$ cat src/rtl/stream_minmax_tracker.sv
// Streaming unsigned min/max/count tracker for one frame of samples.
// The result is held on a valid/ready port until it is consumed.
module stream_minmax_tracker #(
    parameter int unsigned DATA_W = 8,
    parameter int unsigned CNT_W  = 8
) (
    input  logic              clk,
    input  logic              rst_n,
    input  logic              in_valid,
    output logic              in_ready,
    input  logic [DATA_W-1:0] in_data,
    input  logic              in_last,
    output logic              out_valid,
    input  logic              out_ready,
    output logic [DATA_W-1:0] out_min,
    output logic [DATA_W-1:0] out_max,
    output logic [CNT_W-1:0]  out_count
);

    typedef enum logic [1:0] {
        IDLE  = 2'd0,
        ACCUM = 2'd1,
        HOLD  = 2'd2
    } state_t;

    localparam logic [CNT_W-1:0] CNT_MAX = '1;

    state_t            state;
    logic [DATA_W-1:0] min_r;
    logic [DATA_W-1:0] max_r;
    logic [CNT_W-1:0]  cnt_r;

    logic              accept_c;
    logic [DATA_W:0]   min_diff_c;
    logic [DATA_W:0]   max_diff_c;
    logic [DATA_W-1:0] next_min_c;
    logic [DATA_W-1:0] next_max_c;
    logic [CNT_W-1:0]  next_cnt_c;

    // Borrow-out of the widened subtractions is the unsigned less-than result.
    always_comb begin
        accept_c   = in_valid && in_ready;
        min_diff_c = {1'b0, in_data} - {1'b0, min_r};
        max_diff_c = {1'b0, max_r} - {1'b0, in_data};
        next_min_c = min_r;
        next_max_c = max_r;
        next_cnt_c = cnt_r;
        if (state == IDLE) begin
            next_min_c = in_data;
            next_max_c = in_data;
            next_cnt_c = CNT_W'(1);
        end else begin
            if (min_diff_c[DATA_W]) next_min_c = in_data;
            if (max_diff_c[DATA_W]) next_max_c = in_data;
            if (cnt_r != CNT_MAX)   next_cnt_c = cnt_r + CNT_W'(1);
        end
    end

    // Frame FSM; out_* load only on entry to HOLD so partial results never show.
    always_ff @(posedge clk) begin
        if (!rst_n) begin
            state     <= IDLE;
            in_ready  <= 1'b1;
            out_valid <= 1'b0;
            out_min   <= '0;
            out_max   <= '0;
            out_count <= '0;
            min_r     <= '0;
            max_r     <= '0;
            cnt_r     <= '0;
        end else begin
            case (state)
                IDLE, ACCUM: begin
                    if (accept_c) begin
                        min_r <= next_min_c;
                        max_r <= next_max_c;
                        cnt_r <= next_cnt_c;
                        if (in_last) begin
                            state     <= HOLD;
                            in_ready  <= 1'b0;
                            out_valid <= 1'b1;
                            out_min   <= next_min_c;
                            out_max   <= next_max_c;
                            out_count <= next_cnt_c;
                        end else begin
                            state <= ACCUM;
                        end
                    end
                end
                HOLD: begin
                    if (out_ready) begin
                        state     <= IDLE;
                        in_ready  <= 1'b1;
                        out_valid <= 1'b0;
                    end
                end
                default: begin
                    state     <= IDLE;
                    in_ready  <= 1'b1;
                    out_valid <= 1'b0;
                end
            endcase
        end
    end

endmodule

$ cat config.mk
export PLATFORM = sky130hd
export DESIGN_NAME = stream_minmax_tracker
export DESIGN_NICKNAME = d
export VERILOG_FILES = /design/src/rtl/stream_minmax_tracker.sv
export SDC_FILE = /design/constraint.sdc
export NUM_CORES = 1
export LEC_CHECK = 0
export ABC_CLOCK_PERIOD_IN_PS = 1700
export BUFFER_PORTS_ARGS = -buffer_cell sky130_fd_sc_hd__buf_2
export CAP_MARGIN = 40
export CORE_ASPECT_RATIO = 0.75
export CORE_MARGIN = 1
export CORE_UTILIZATION = 40
export DETAILED_ROUTE_END_ITERATION = 6
export PLACE_DENSITY = 0.71
export SLEW_MARGIN = 10
export SYNTH_ARGS = -nofsm -noshare
export SYNTH_HDL_FRONTEND = slang
export SYNTH_SLANG_ARGS = --single-unit
$ cat constraint.sdc
create_clock -name clk -period 1.7 [get_ports clk]
set_input_delay 0.085 -clock clk [delete_from_list [all_inputs] [get_ports clk]]
set_output_delay 0.085 -clock clk [all_outputs]
set_load 0.005 [all_outputs]
# == Yosys cells after proc, flatten, opt, wreduce, memory -nomap -nowiden ==
# Cells that the tools add are included.
# Widths: inputs -> output; s select.
# totals
out_inout_bits,26
register_bits,52
inputBits,13
# classes
mux,18
addsub,3
eq_ne,6
reduce_logical,7
# op_table
operator,n
$mux 8,6
$sub 8x8->9,2
$add 8x1->8 const B,1
$ne 8x8->1 const B,1
$mux 1,6
$mux 2,3
$ne 2x2->1 const B,3
$reduce_and 3->1,2
$pmux 1 s2,2
$pmux 2 s2,1
$reduce_and 2->1,2
$eq 2x1->1 const B,1
$eq 2x2->1 const B,1
$logic_not 2->1,1
$reduce_or 2->1,1
$logic_and 1x1->1,1

# == Logic depth before layout (Yosys ltp) ==
# logic_depth
depth_word,4
depth_mapped,8
depth_no_buf,7

# == Least setup slack after synthesis ==
# No wires, ideal clock.
# synth_timing
path_type,reg2reg
start,reg min_r[6]
end,reg out_min[0]
n_path_buf,1
required_ps,1567
stages_incl_launch_ff,9
setup_time_ps,133
arrival_time_ps,1709
slack_ps,-142
path_cell_list,dfxtp_1 inv_1 ha_1 and3_1 a221o_1 a22oi_2 buf_6 mux2i_1 a21oi_1
# synth_via
elab_chain_cells,3
# synth_rtl
element,line_no,source
from (decl),29,logic [DATA_W-1:0] min_r;
from (signal assigned),75,min_r <= next_min_c;
$sub 8x8->9,43,"min_diff_c = {1'b0, in_data} - {1'b0, min_r};"
$mux 8,53,if (min_diff_c[DATA_W]) next_min_c = in_data;
$mux 8,48,if (state == IDLE) begin
to (signal assigned),82,out_min <= next_min_c;
to (decl),15,"output logic [DATA_W-1:0] out_min,"
# Every way passes these cells.
# A chain may end at the register's enable or synchronous reset.

# == Worst setup path after layout ==
# layout_timing
start,reg max_r[6]
end,reg out_max[5]
# layout_via
elab_chain_cells,3
# layout_rtl
element,line_no,source
from (decl),30,logic [DATA_W-1:0] max_r;
from (signal assigned),76,max_r <= next_max_c;
$sub 8x8->9,44,"max_diff_c = {1'b0, max_r} - {1'b0, in_data};"
$mux 8,54,if (max_diff_c[DATA_W]) next_max_c = in_data;
$mux 8,48,
to (signal assigned),83,out_max <= next_max_c;
to (decl),16,"output logic [DATA_W-1:0] out_max,"
# Every way passes these cells.

==> reports/qor.yml <==
finalSetupViolCount: 32
skew_ns: 0.0125
final_common_cell: "dfxtp_1"
clkSinkCount: 52
drt-total-wl_um: 6330
leakage_nw: 1.58
numPortBuffers: 38
diodes: 0
dp_hpwl_um: 4350
failed_checks: "setup timing"
clockPowerShare: 0.333
synth_area_leaders: "dfxtp_1 (40%), mux2i_1 (13%), ha_1 (7.1%)"
async_flop_share: 0
path_buf_inv: 1
setup_slack_ns: -0.223
grt_pass1_wl_um: 10100
clkTransAtPathRegs_ns: 0.10
insertion_delay_ns: 0.31
min_period_over_period: 1.13
final-hold-violation-count: 0
cts_tree: "done"
syn2layout_area_growth_pct: 28.5
crit_chain: "ha_4 -> and3_4 -> a221o_1 -> a22oi_2 -> buf_6 -> mux2i_1 -> a21oi_1"
max_stage_delay_ns: 0.34
die_y_um: 72.2
fp-row-count: 25
power_density_mw_per_mm2: 870
crit_required_ns: 1.90
first_iter_violations: 129
power.switching_w: 0.000763
worstSetupEndpointType: "flop"
finalPower_w: 0.00294
chipWidth_um: 95.7
yosysSeqAreaShare: 0.396
syn_area_sq_mm: 0.00263
tns_ns: -4.96
final.min_clock_period_ns: 1.92
antenna_found_initial: 0
clockBufferDepth: 2
synth-main-ff-cell: "dfxtp_1"
slew_viol_final: 0
outcome: "finished, violations left"
synth_nets: 326
pwr-share-comb: 0.211
overflow: 0
cts-root-buf: "clkbuf_8"
gp_congestion: 0.824
start_util: 0.416
holdWs_ns: 0.0569
worstPathArrival_ns: 2.12
grt_max_degree: 41
p_int_w: 0.00218
drc: 0
synth_top_area_frac: 0.396
vias: 2314
coreArea_sq_mm: 0.00632
cp_slowest_cell: "dfxtp_2"
hold_path_class: "input port to flop"
place_ws_ns: -0.235
worst_slew_margin_rel: 0.547
drt_first_pass_iters: 4
switching_share: 0.259
synth_top_area_cell: "dfxtp_1"
vias_per_cell: 5.25
final_cell_mix: "dfxtp_1 (46), nand2_1 (45), buf_2 (38), mux2i_1 (32)"
ys_seq_elements: 52
ys_warn_count: 0
dieArea_sq_mm: 0.00691
pwr-share-seq: 0.456
cp-start-kind: "flop"
grt_pass1_vias: 2076
fmax_ghz: 0.520
fin_cells: 441
peakVddDrop_mv: 0.465
cts-hold-fix-buffers: 0
ant_nets: 0
htree_levels: 2
synth_cell_types: 40
critPathMaxFanout: 3
layout-drive-gt1-share: 0.297
synth_area_per_cell_sq_um: 8.83
final_nets: 388
synth_edf_count: 0
grt_util_all_layers: 0.191
ios: 39
syn_inst: 298
rsz0062_at_grt: "yes"
cpLargestDelayFamily: "compound AO/OA/AOI/OAI gates"
worstMarginPinSlew_ns: 0.679
numCtsBuffers: 5
dp.cells: 433
avgRoutedWirePerCell_um: 14.4
critical_path_class: "flop to flop"
maxCapViolCount: 0
## power groups by stage
| stage | Combinational [W] | Sequential, W | Clock [W] |
|---|---|---|---|
| after floorplan | 0.000327 | 0.00137 | 0 |
| after global placement | 0.000554 | 0.00136 | 0 |
| after detailed placement | 0.000570 | 0.00136 | 0 |
| after CTS | 0.000602 | 0.00134 | 0.00101 |
| after global routing | 0.000676 | 0.00135 | 0.00106 |
| final | 0.000619 | 0.00134 | 0.000981 |
## layer usage
metal | global-route usage | up-vias | routed length, um
li1 | - | 1174 | -
met1 | 0.273 | 1059 | 2920
met2 | 0.291 | 70 | 2870
met3 | 0.0388 | 11 | 430
met4 | 0.0514 | 0 | 111
met5 | 0 | - | 0
## worst reg2reg max path, delay by kind of cell, from the launching register on
family,cells,cell delay (ns)
muxes,1,0.23
DFF,1,0.34
AOI/OAI and AO/OA,3,0.66
buffers and inverters,1,0.17
adders and majority gates,1,0.24
and+or+nand+nor,1,0.17
## kinds of logic (layout without fill, tap and decap cells)
kind of cell               Yosys count  after routing  share of synthesized area
buffers and inverters               34             96                     0.0609
AOI/OAI and AO/OA                   75             75                      0.176
xor gates and xnor gates             2              2                    0.00666
DFF                                 52             52                      0.396
and+or+nand+nor                     87             87                      0.164
adders and majority gates           15             15                     0.0713
muxes                               33             33                      0.126
## cell usage after synthesis, drive strengths merged (6+ instances only)
cell,n
a21boi,6
a21oi,20
buf,8
clkbuf,11
dfxtp,52
ha,15
inv,15
mux2i,33
nand2,47
nand3,9
nor2,10
o21ai,30
## final cells by class
class                   instances  area (sq um)
multi-input cells             212          1540
flip-flops and latches         52          1050
clock inverters                 2          60.1
inverters                      15          56.3
clock buffers                   5          68.8
well taps                      81           101
fillers                       563          2940
repair buffers                 74           509
## repair_timing
item / CTS / global route
endpoints found under the setup margin: 32 / 35
resized for setup: 15 / 5
buffers inserted: 0 / 1
pin swaps: 10 / 11
## worst paths after layout
path	start	to	slack [ns]	depth (start not counted)
worst max-delay path	max_r[6]	out_max[5]	-0.22	7
worst min-delay path	out_ready	state[1]	0.06	4
worst max register to register	max_r[6]	out_max[5]	-0.22	7
worst min register to register	min_r[0]	min_r[0]	0.47	2
## stage by stage
step	util	instance area (sq um)
floorplan	-	2650
global placement	0.496	3140
detailed placement	0.496	3140
CTS	0.530	3350
global route	0.535	3380
finish	0.535	3380
## state kept, by name, summed over array words and instances (netlist names)
name and count:
state 2, out_min 8, out_max 8, cnt_r 8
min_r 8, in_ready 1, max_r 8, out_valid 1
out_count 8
(Power assumes the default switching activity.)
